===== src/rtl/spram_fifo_pkg.sv =====
// Shared types for the single-port-RAM FIFO scheduler.
//   grant_e    : per-cycle owner of the RAM port (or the bypass path)
//   WBUF_DEPTH : entries in the write buffer that sits in front of the RAM
package spram_fifo_pkg;

  typedef enum logic [2:0] {
    IDLE,
    RD,
    BYPASS,
    WR,
    FORCE_WR
  } grant_e;

  localparam int unsigned WBUF_DEPTH = 2;

endpackage


===== src/rtl/spram_fifo_wbuf.sv =====
// Two-entry write buffer holding the newest FIFO entries until the RAM port
// is free to absorb them. Entry 0 is always the head (oldest).
// Ports:
//   clk, rst : clock, asynchronous active-high reset
//   push     : store wdata behind the current contents
//   pop      : drop the head entry
//   wdata    : data to store
//   head     : oldest stored entry
//   cnt      : number of stored entries (0..2)
module spram_fifo_wbuf
  import spram_fifo_pkg::*;
#(
  parameter int DATA_WIDTH = 8
) (
  input  logic                  clk,
  input  logic                  rst,
  input  logic                  push,
  input  logic                  pop,
  input  logic [DATA_WIDTH-1:0] wdata,
  output logic [DATA_WIDTH-1:0] head,
  output logic [1:0]            cnt
);

  localparam logic [1:0] FULL_CNT = 2'(WBUF_DEPTH);

  logic [DATA_WIDTH-1:0] ent0_q;
  logic [DATA_WIDTH-1:0] ent1_q;
  logic [1:0]            cnt_q;
  logic                  eff_push;
  logic                  eff_pop;

  // Requests that cannot be honoured are dropped so the entries never corrupt.
  assign eff_push = push && (cnt_q != FULL_CNT);
  assign eff_pop  = pop && (cnt_q != 2'd0);

  always_ff @(posedge clk or posedge rst) begin
    if (rst) begin
      ent0_q <= '0;
      ent1_q <= '0;
      cnt_q  <= 2'd0;
    end else begin
      case ({eff_push, eff_pop})
        2'b10: begin
          if (cnt_q == 2'd0) ent0_q <= wdata;
          else               ent1_q <= wdata;
          cnt_q <= cnt_q + 2'd1;
        end
        2'b01: begin
          ent0_q <= ent1_q;
          cnt_q  <= cnt_q - 2'd1;
        end
        2'b11: begin
          // Simultaneous push and pop: the count stays, contents shift.
          if (cnt_q == 2'd1) begin
            ent0_q <= wdata;
          end else begin
            ent0_q <= ent1_q;
            ent1_q <= wdata;
          end
        end
        default: ;
      endcase
    end
  end

  assign head = ent0_q;
  assign cnt  = cnt_q;

endmodule


===== src/rtl/spram_fifo_sched.sv =====
// FIFO built on an external single-port RAM with a 1-cycle synchronous read.
// Pushes land in a 2-entry write buffer; the buffer drains into the RAM
// whenever the port is not needed for a read. A pop is served from the RAM
// when it holds entries, otherwise straight from the write-buffer head.
// Ports:
//   clk, rst        : clock, asynchronous active-high reset
//   wen, wdata, full: push request, push data, push refused
//   ren, empty      : pop request, no stored entries
//   rbusy           : pop refused because the buffer must flush to RAM
//   rdata, rvalid   : pop data, valid one cycle after an accepted pop
//   count           : entries held in RAM plus write buffer
//   ram_*           : single-port RAM interface
module spram_fifo_sched
  import spram_fifo_pkg::*;
#(
  parameter int DATA_WIDTH = 8,
  parameter int FIFO_DEPTH = 32,
  parameter int ADDR_WIDTH = $clog2(FIFO_DEPTH)
) (
  input  logic                  clk,
  input  logic                  rst,
  input  logic                  wen,
  input  logic [DATA_WIDTH-1:0] wdata,
  output logic                  full,
  input  logic                  ren,
  output logic                  empty,
  output logic                  rbusy,
  output logic [DATA_WIDTH-1:0] rdata,
  output logic                  rvalid,
  output logic [ADDR_WIDTH:0]   count,
  output logic                  ram_en,
  output logic                  ram_we,
  output logic [ADDR_WIDTH-1:0] ram_addr,
  output logic [DATA_WIDTH-1:0] ram_wdata,
  input  logic [DATA_WIDTH-1:0] ram_rdata
);

  localparam logic [ADDR_WIDTH:0]   DEPTH_CNT = (ADDR_WIDTH + 1)'(FIFO_DEPTH);
  localparam logic [ADDR_WIDTH:0]   CNT_ONE   = (ADDR_WIDTH + 1)'(1);
  localparam logic [ADDR_WIDTH-1:0] PTR_ONE   = ADDR_WIDTH'(1);

  logic [ADDR_WIDTH-1:0] rd_ptr_q;
  logic [ADDR_WIDTH-1:0] wr_ptr_q;
  logic [ADDR_WIDTH:0]   ram_cnt_q;

  logic [1:0]            wbuf_cnt;
  logic [DATA_WIDTH-1:0] wbuf_head;
  logic                  wbuf_pop;

  logic                  push_acc;
  logic                  pop_acc;
  logic                  bypass_pop;
  logic                  ram_wr;
  grant_e                grant;

  logic                  vld_p1;
  logic                  src_ram_p1;
  logic [DATA_WIDTH-1:0] byp_data_p1;

  assign count    = ram_cnt_q + (ADDR_WIDTH + 1)'(wbuf_cnt);
  assign full     = (count == DEPTH_CNT) || (wbuf_cnt == 2'd2);
  assign empty    = (count == '0);
  assign rbusy    = (wbuf_cnt == 2'd2) && (ram_cnt_q != '0);

  assign push_acc = wen && !full;
  assign pop_acc  = ren && !empty && !rbusy;

  // With an empty RAM the oldest entry is the buffer head, whatever the grant.
  assign bypass_pop = pop_acc && (ram_cnt_q == '0);

  spram_fifo_wbuf #(
    .DATA_WIDTH(DATA_WIDTH)
  ) u_wbuf (
    .clk  (clk),
    .rst  (rst),
    .push (push_acc),
    .pop  (wbuf_pop),
    .wdata(wdata),
    .head (wbuf_head),
    .cnt  (wbuf_cnt)
  );

  // Stage p0: RAM arbitration from registered state and this cycle's requests.
  always_comb begin
    grant = IDLE;
    if (wbuf_cnt == 2'd2)                      grant = FORCE_WR;
    else if (pop_acc && (ram_cnt_q != '0))     grant = RD;
    else if (pop_acc)                          grant = BYPASS;
    else if (wbuf_cnt != 2'd0)                 grant = WR;
  end

  assign ram_wr   = (grant == WR) || (grant == FORCE_WR);
  assign wbuf_pop = ram_wr || (grant == BYPASS);

  assign ram_en    = ram_wr || (grant == RD);
  assign ram_we    = ram_wr;
  assign ram_addr  = (grant == RD) ? rd_ptr_q : (ram_wr ? wr_ptr_q : '0);
  assign ram_wdata = ram_wr ? wbuf_head : '0;

  // A forced write that coincides with a pop on an empty RAM writes the head
  // and hands it out in the same cycle: both pointers advance and the RAM
  // occupancy is unchanged, so the written slot is already consumed.
  always_ff @(posedge clk or posedge rst) begin
    if (rst) begin
      rd_ptr_q  <= '0;
      wr_ptr_q  <= '0;
      ram_cnt_q <= '0;
    end else begin
      if (ram_wr) wr_ptr_q <= wr_ptr_q + PTR_ONE;
      if ((grant == RD) || ((grant == FORCE_WR) && bypass_pop))
        rd_ptr_q <= rd_ptr_q + PTR_ONE;
      case (grant)
        RD:       ram_cnt_q <= ram_cnt_q - CNT_ONE;
        WR:       ram_cnt_q <= ram_cnt_q + CNT_ONE;
        FORCE_WR: if (!bypass_pop) ram_cnt_q <= ram_cnt_q + CNT_ONE;
        default:  ;
      endcase
    end
  end

  // Stage p1: read response, one cycle after the accepted pop.
  always_ff @(posedge clk or posedge rst) begin
    if (rst) begin
      vld_p1     <= 1'b0;
      src_ram_p1 <= 1'b0;
    end else begin
      vld_p1     <= pop_acc;
      src_ram_p1 <= (grant == RD);
    end
  end

  always_ff @(posedge clk) begin
    if (bypass_pop) byp_data_p1 <= wbuf_head;
  end

  assign rvalid = vld_p1;
  assign rdata  = vld_p1 ? (src_ram_p1 ? ram_rdata : byp_data_p1) : '0;

endmodule


===== config.mk =====
export PLATFORM = sky130hd
export DESIGN_NAME = spram_fifo_sched
export DESIGN_NICKNAME = d
export VERILOG_FILES = /design/src/rtl/spram_fifo_pkg.sv /design/src/rtl/spram_fifo_wbuf.sv /design/src/rtl/spram_fifo_sched.sv
export SDC_FILE = /design/constraint.sdc
export NUM_CORES = 1
export LEC_CHECK = 0
export CORE_MARGIN = 2
export CORE_UTILIZATION = 50
export CTS_BUF_LIST = sky130_fd_sc_hd__clkbuf_8
export DETAILED_ROUTE_END_ITERATION = 8
export PLACE_DENSITY = 0.77
export SYNTH_ARGS = -nofsm -noshare
export SYNTH_HDL_FRONTEND = slang
export SYNTH_SLANG_ARGS = --single-unit

===== constraint.sdc =====
create_clock -name clk -period 6.15 [get_ports clk]
set_input_delay 0.615 -clock clk [delete_from_list [all_inputs] [get_ports clk]]
set_output_delay 0.615 -clock clk [all_outputs]
set_load 0.03 [all_outputs]

==> key figures, run 1 <==
Run status
  – Status: completed

Routing
  – Per-cell routed wire length: around 15 microns
  – Drt pass-1 iters: 4
  – Post-DRT Antenna Nets: 0
  – DR vias: roughly 2100
  – DR vias/cell: around 5.5
  – Initial DRC Count: 42
  – Final wirelength: 5840 microns
  – Residual DRC: 0

Timing
  – Final number of setup-violating endpoints: 0
  – Layout Skew: just under 3 ps
  – Final period util: between 60 and 70%
  – Final Max Tran Viols: 0
  – Relative slew slack: between 30% and 40%
  – Hold_ws: 477 ps
  – Worst-margin pin slew: roughly 980 ps
  – TNS Setup: 0 ps
  – Unrepaired setup endpoints after global routing: no
  – Fin. Hold Viols: 0
  – Fmax: approximately 230 MHz
  – Fin crit period: about 4300 ps

CTS
  – Sink Count: 44
  – Clock Root Buffer: clkbuf_8
  – Post-CTS Hold Fix Bufs: 0
  – Skew-Pair Late Insertion Delay: 290 ps
  – CTS resizes: 0
  – CTS Buf Count: 5
  – # Post-CTS Setup Buffers: 0
  – CTS tree: done
  – Clock slew at reported path FFs: ~80 ps
  – H-tree levels: 2
  – Max clock buf depth: 2

Synth
  – Synthesized area: just under 0.003 sq mm
  – Sequential share of the synthesized area: between 30% and 40%
  – Synth top area share: 31.0%
  – Gate Count Post-Synth: ~270
  – YS warnings: 0
  – Leading area contributor after synthesis: dfrtp_1
  – Syn nets: a little over 300
  – Distinct cells, synth: 51
  – Commonest cells post-synth: 36 x dfrtp_1, 20 x mux2_2, 18 x nand2_1
  – Flops & latches, synth: between 40 and 50
  – EDFF count, synth: 8
  – Post-synth ARST share: about 82%
  – Area contributors post-synth: dfrtp_1 31%, edfxtp_1 8.3%, mux2_2 7.7%, ha_1 6.4%, mux2i_1 4.5%
  – Syn_area_per_cell: 10.9 sq um
  – Top-count cell post-synth: dfrtp_1
  – Synth Flop Type: dfrtp_1

Flow run
  – Total of max-cap violations: 0

Global routing
  – GRT Util Overall: between 10% and 20%
  – First-pass GRT wire length: between 9000 and 10000 microns
  – Largest net degree at the start of global routing: 37
  – Initial antenna violation count: 0
  – Vias in the first global route: between 2000 and 2500
  – Total gr overflow: 0

Die
  – Core area: ~0.0056 sq mm
  – FP Rows: 27
  – Die height: 80.3 microns
  – Die Width: between 80 and 90 microns
  – I/O pin count: 53
  – Initial Utilization: between 50% and 60%
  – Full die area: approximately 0.0064 sq mm

Pwr
  – Worst vdd ir: about 0.37 mV
  – Power Density: ~650 mW/mm^2
  – Leak: roughly 0.0015 uW

Finish
  – Ratio of cells with drive above 1 in the final layout: between 10% and 20%
  – Layout Nets: between 300 and 400
  – Antenna fix cells: 0
  – Layout area overhead: 22.2%
  – Fillers: between 400 and 500

Placement
  – I/O Buffers: 52
  – Placer congestion estimate: about 0.82
  – HPWL after DPL: 4440 microns

Setup path
  – Crit path DAT: 3670 ps
  – CP bufs+invs: 2
  – Crit path largest cell delay: about 670 ps
  – Setup crit end kind: output pin
  – Worst EP required: between 5000 and 6000 ps
  – Setup crit start kind: flop
  – CP top delay family: buffers and inverters
  – CP max-delay cell: clkdlybuf4s50_1
  – CP max FO: 21
  – CP cell instances: ha_1 -> fa_1 -> o311ai_2 -> o2111ai_1 -> nand2_1 -> inv_1 -> nand2b_1 -> clkdlybuf4s50_1
  – Critical Setup Path Class: flop to output pin

Worst hold path
  – Worst hold path class: flop to flop
[through the flow]
stage	power, uW	std cells	area, sq um	utilization [%]	worst slack (ps)
global placement	2060	376	3450	61.9	2090
global route	2480	384	3560	63.8	1680
floorplan	1710	266	2910	-	2480
finish	2300	384	3560	63.8	1860
detailed placement	2100	376	3450	61.9	2010
CTS	2320	384	3560	63.8	1860
[cells by family after synthesis]
group | share of synthesized area [%]
XOR/XNOR | 5.42
AO/OA/AOI/OAI | 15.5
AND/OR/NAND/NOR | 13.6
buffers and inverters | 4.94
adder cells (fa/ha/maj) | 7.82
flip-flops | 39.2
multiplexers | 13.5
[placed cells by master, fill, tap and decap left out, types with 7 or more instances in the layout]
master,n
mux2i_1,13
a21oi_1,8
nor2_1,7
edfxtp_1,8
inv_1,16
mux2_2,20
dfrtp_1,36
nand2_1,18
clkdlybuf4s50_1,52
xnor2_1,12
ha_1,15
and2_1,9
nor2b_1,13
[registers in the layout (all words and copies together) (netlist names)]
| signal | count |
|---|---|
| byp_data_p1 | 8 |
| u_wbuf.ent1_q | 8 |
| u_wbuf.head | 8 |
| ram_cnt_q | 6 |
| rd_ptr_q | 5 |
| wr_ptr_q | 5 |
| u_wbuf.cnt | 2 |
| rvalid | 1 |
| src_ram_p1 | 1 |
[worst paths after layout]
path | slack, ps | depth (start not counted) | end | start
min in group asynchronous | 730 | 3 | wr_ptr_q[0] | rst
setup reg to reg | 1980 | 10 | u_wbuf.ent1_q[6] | ram_cnt_q[0]
max in group asynchronous | 5100 | 3 | u_wbuf.cnt[0] | rst
hold / removal | 480 | 1 | rd_ptr_q[4] | rd_ptr_q[4]
setup / recovery | 1860 | 8 | ram_en | ram_cnt_q[0]
hold reg to reg | 480 | 1 | rd_ptr_q[4] | rd_ptr_q[4]
[layer usage]
layer | wire [microns] | track usage (%) | share of wire, % | vias to the layer above
met1 | 2850 | 27.4 | 49 | 997
met4 | 95 | 6.44 | 1.6 | 0
li1 | - | - | - | 1047
met2 | 2690 | 30.8 | 46 | 44
met5 | 0 | 0 | 0 | -
met3 | 201 | 3.71 | 3.4 | 9
[area by class of cell]
cell class / instances / area [sq um] / share of cell area, %
multi-input cells: 190 / 1630 / 45.7
flip-flops and latches: 44 / 1140 / 32.1
repair buffers: 53 / 528 / 14.8
well taps: 72 / 90.1 / 2.53
clock buffers: 5 / 68.8 / 1.94
inverters: 17 / 63.8 / 1.79
clock inverters: 3 / 38.8 / 1.09
[power by group]
group,switching (uW),total (uW),internal [uW]
Sequential,161,593,433
Clock,94.2,213,119
Combinational,798,1500,699
Total,1050,2300,1250
Note: power is estimated with default switching activity, not from simulation.
==> run 2: changes to the inputs <==
--- a/config.mk
+++ b/config.mk
@@ -6,10 +6,10 @@
 export NUM_CORES = 1
 export LEC_CHECK = 0
 export CORE_MARGIN = 2
-export CORE_UTILIZATION = 50
+export CORE_UTILIZATION = 49
 export CTS_BUF_LIST = sky130_fd_sc_hd__clkbuf_8
 export DETAILED_ROUTE_END_ITERATION = 8
-export PLACE_DENSITY = 0.77
+export PLACE_DENSITY = 0.78
 export SYNTH_ARGS = -nofsm -noshare
 export SYNTH_HDL_FRONTEND = slang
 export SYNTH_SLANG_ARGS = --single-unit
==> constraint.sdc (replaced) <==
create_clock -name clk -period 3.8 [get_ports clk]
set_input_delay 0.38 -clock clk [delete_from_list [all_inputs] [get_ports clk]]
set_output_delay 0.38 -clock clk [all_outputs]
set_load 0.03 [all_outputs]
==> key figures, run 2 (synthesis gave the netlist of run 1 again) <==
Run status
  – Status: completed

Setup path
  – Setup crit end kind: output pin
  – CP max FO: 7
  – Critical Setup Path Class: flop to output pin
  – Crit path largest cell delay: between 600 and 700 ps
  – CP cell instances: ha_1 -> fa_1 -> nand4bb_1 -> o311ai_2 -> o211ai_2 -> nand2_1 -> nor3_4 -> nand2b_1 -> clkdlybuf4s50_1
  – Crit path DAT: roughly 3200 ps
  – Setup crit start kind: flop
  – Worst EP required: 3420 ps
  – CP max-delay cell: clkdlybuf4s50_1

Pwr
  – Power Total: roughly 3900 uW
  – P_int: ~2100 uW
  – P_sw: 1740 uW
  – Clock share of power: between 10% and 20%
  – Sw Ratio: around 45%
  – Power Density: ~1100 mW/mm^2
  – Comb power frac: 64.2%
  – Seq pwr share: between 20% and 30%
  – Worst vdd ir: approximately 0.62 mV
  – Leak: roughly 0.0017 uW

Global routing
  – Vias in the first global route: roughly 2100
  – Largest net degree at the start of global routing: 37
  – Total gr overflow: 0
  – Initial antenna violation count: 0
  – GRT Util Overall: 20.3%
  – First-pass GRT wire length: around 10000 microns

Timing
  – Fmax: approximately 280 MHz
  – TNS Setup: 0 ps
  – Layout Skew: between 10 and 15 ps
  – Fin. Hold Viols: 0
  – Final Max Tran Viols: 0
  – Final WS setup: between 200 and 250 ps
  – Fin crit period: between 3000 and 4000 ps
  – Final number of setup-violating endpoints: 0
  – Unrepaired setup endpoints after global routing: no
  – Final period util: approximately 94%
  – Worst-margin pin slew: 626 ps
  – Relative slew slack: 58.1%

Die
  – Die height: 81.1 microns
  – Initial Utilization: 50.0%
  – FP Rows: 28
  – I/O pin count: 53
  – Die Width: roughly 81 microns
  – Full die area: between 0.006 and 0.007 sq mm
  – Core area: 0.00582 sq mm

CTS
  – # Post-CTS Setup Buffers: 0
  – CTS tree: done
  – Sink Count: 44
  – Clock slew at reported path FFs: roughly 90 ps
  – Clock Root Buffer: clkbuf_8
  – Max clock buf depth: 2
  – CTS Buf Count: 5
  – Skew-Pair Late Insertion Delay: around 300 ps
  – H-tree levels: 2

Routing
  – Final wirelength: roughly 6100 microns
  – Residual DRC: 0
  – DR vias: ~2100
  – DR vias/cell: roughly 5.5
  – Per-cell routed wire length: around 16 microns
  – Initial DRC Count: 150
  – Post-DRT Antenna Nets: 0
  – Drt pass-1 iters: 4

Finish
  – Fillers: a little over 500
  – Commonest non-fill, non-tap cell in the layout: clkdlybuf4s50_1
  – Most frequent cells in the layout: 39 x clkdlybuf4s50_1, 36 x dfrtp_1, 20 x mux2_2, 18 x nand2_1, 16 x inv_1
  – Antenna fix cells: 0
  – Layout Nets: around 350
  – Ratio of cells with drive above 1 in the final layout: 18.0%
  – Multi-input gate area: ~0.0016 sq mm
  – FF+latch area: roughly 0.0011 sq mm
  – Design area: 0.00366 sq mm
  – Layout area overhead: 25.8%

Placement
  – Placer congestion estimate: 0.779
  – HPWL after DPL: between 4000 and 5000 microns
  – I/O Buffers: 52
  – Place WS: around 370 ps
  – Post-DP Area: about 0.0035 sq mm

Flow run
  – Total of max-cap violations: 0

Worst hold path
  – Worst hold path class: flop to flop
==> run 2: cell count changes in the layout (fill, tap and decap cells not counted) <==
cell / change
clkdlybuf4s50_1: -13
dlymetal6s2s_1: +13
nor3_2: -1
nor3_4: +1
bufinv_16: +1
clkinv_2: -1
buf_4: +5
==> run 2: per-layer routing <==
layer | track usage, % | share of wire, % | vias to the layer above
met5 | 0 | 0 | -
met4 | 6.27 | 1.2 | 0
met3 | 4.56 | 4.2 | 7
met2 | 32.9 | 47 | 47
met1 | 27.3 | 47 | 1040
li1 | - | - | 1053
==> run 2: layout make-up <==
| class | count | share of cell area (%) |
|---|---|---|
| Multi-Input combinational cell | 190 | 44.6 |
| Sequential cell | 44 | 31.2 |
| Timing Repair Buffer | 58 | 16.3 |
| Tap cell | 75 | 2.56 |
| Clock buffer | 5 | 1.88 |
| Clock inverter | 3 | 1.74 |
| Inverter | 17 | 1.74 |
==> run 2: power groups by stage <==
stage / clock network (uW) / logic [uW] / registers (uW)
finish: 421 / 2470 / 960
global route: 444 / 2700 / 997
CTS: 425 / 2500 / 955
detailed placement: 0 / 2480 / 963
global placement: 0 / 2410 / 950
floorplan: 0 / 1910 / 846
==> run 2: path summary, 6_finish.rpt <==
check / cells after the start / from / to / slack [ps]
worst max-delay path: 9 / ram_cnt_q[0] / ram_en / 220
worst min-delay path: 1 / rd_ptr_q[4] / rd_ptr_q[4] / 480
worst max register to register: 13 / ram_cnt_q[0] / ram_cnt_q[5] / 330
worst min register to register: 1 / rd_ptr_q[4] / rd_ptr_q[4] / 480
max in group asynchronous: 3 / rst / wr_ptr_q[3] / 2970
min in group asynchronous: 3 / rst / u_wbuf.head[1] / 500
==> run 2: timing repair <==
item | CTS | global route
hold buffers | 0 | 0
resized for setup | 0 | 14
endpoints found under the setup margin | 0 | 14
hold endpoints to repair | 0 | 0
==> run 2: critical path: cells and delay by family, from the launching register on <==
kind                     cells  cell delay [ps]
AO/OA/AOI/OAI                2              290
adder cells (fa/ha/maj)      2              730
AND/OR/NAND/NOR              4              790
flip-flops                   1              430
buffers and inverters        1              660
==> run 2: metrics by stage <==
stage / hold WS [ps] / cells / utilization [%]
floorplan: 439 / 266 / -
global placement: 462 / 384 / 60.0
detailed placement: 466 / 384 / 60.0
CTS: 482 / 392 / 62.3
global route: 511 / 392 / 63.0
finish: 475 / 392 / 63.0
==> run 3: changes to the inputs <==
--- a/config.mk
+++ b/config.mk
@@ -5,11 +5,13 @@
 export SDC_FILE = /design/constraint.sdc
 export NUM_CORES = 1
 export LEC_CHECK = 0
+export CAP_MARGIN = 20
 export CORE_MARGIN = 2
 export CORE_UTILIZATION = 49
 export CTS_BUF_LIST = sky130_fd_sc_hd__clkbuf_8
 export DETAILED_ROUTE_END_ITERATION = 8
 export PLACE_DENSITY = 0.78
+export SLEW_MARGIN = 10
 export SYNTH_ARGS = -nofsm -noshare
 export SYNTH_HDL_FRONTEND = slang
 export SYNTH_SLANG_ARGS = --single-unit
==> results of run 3 <==
Final layout, timing and power as in run 2 (identical DEF).
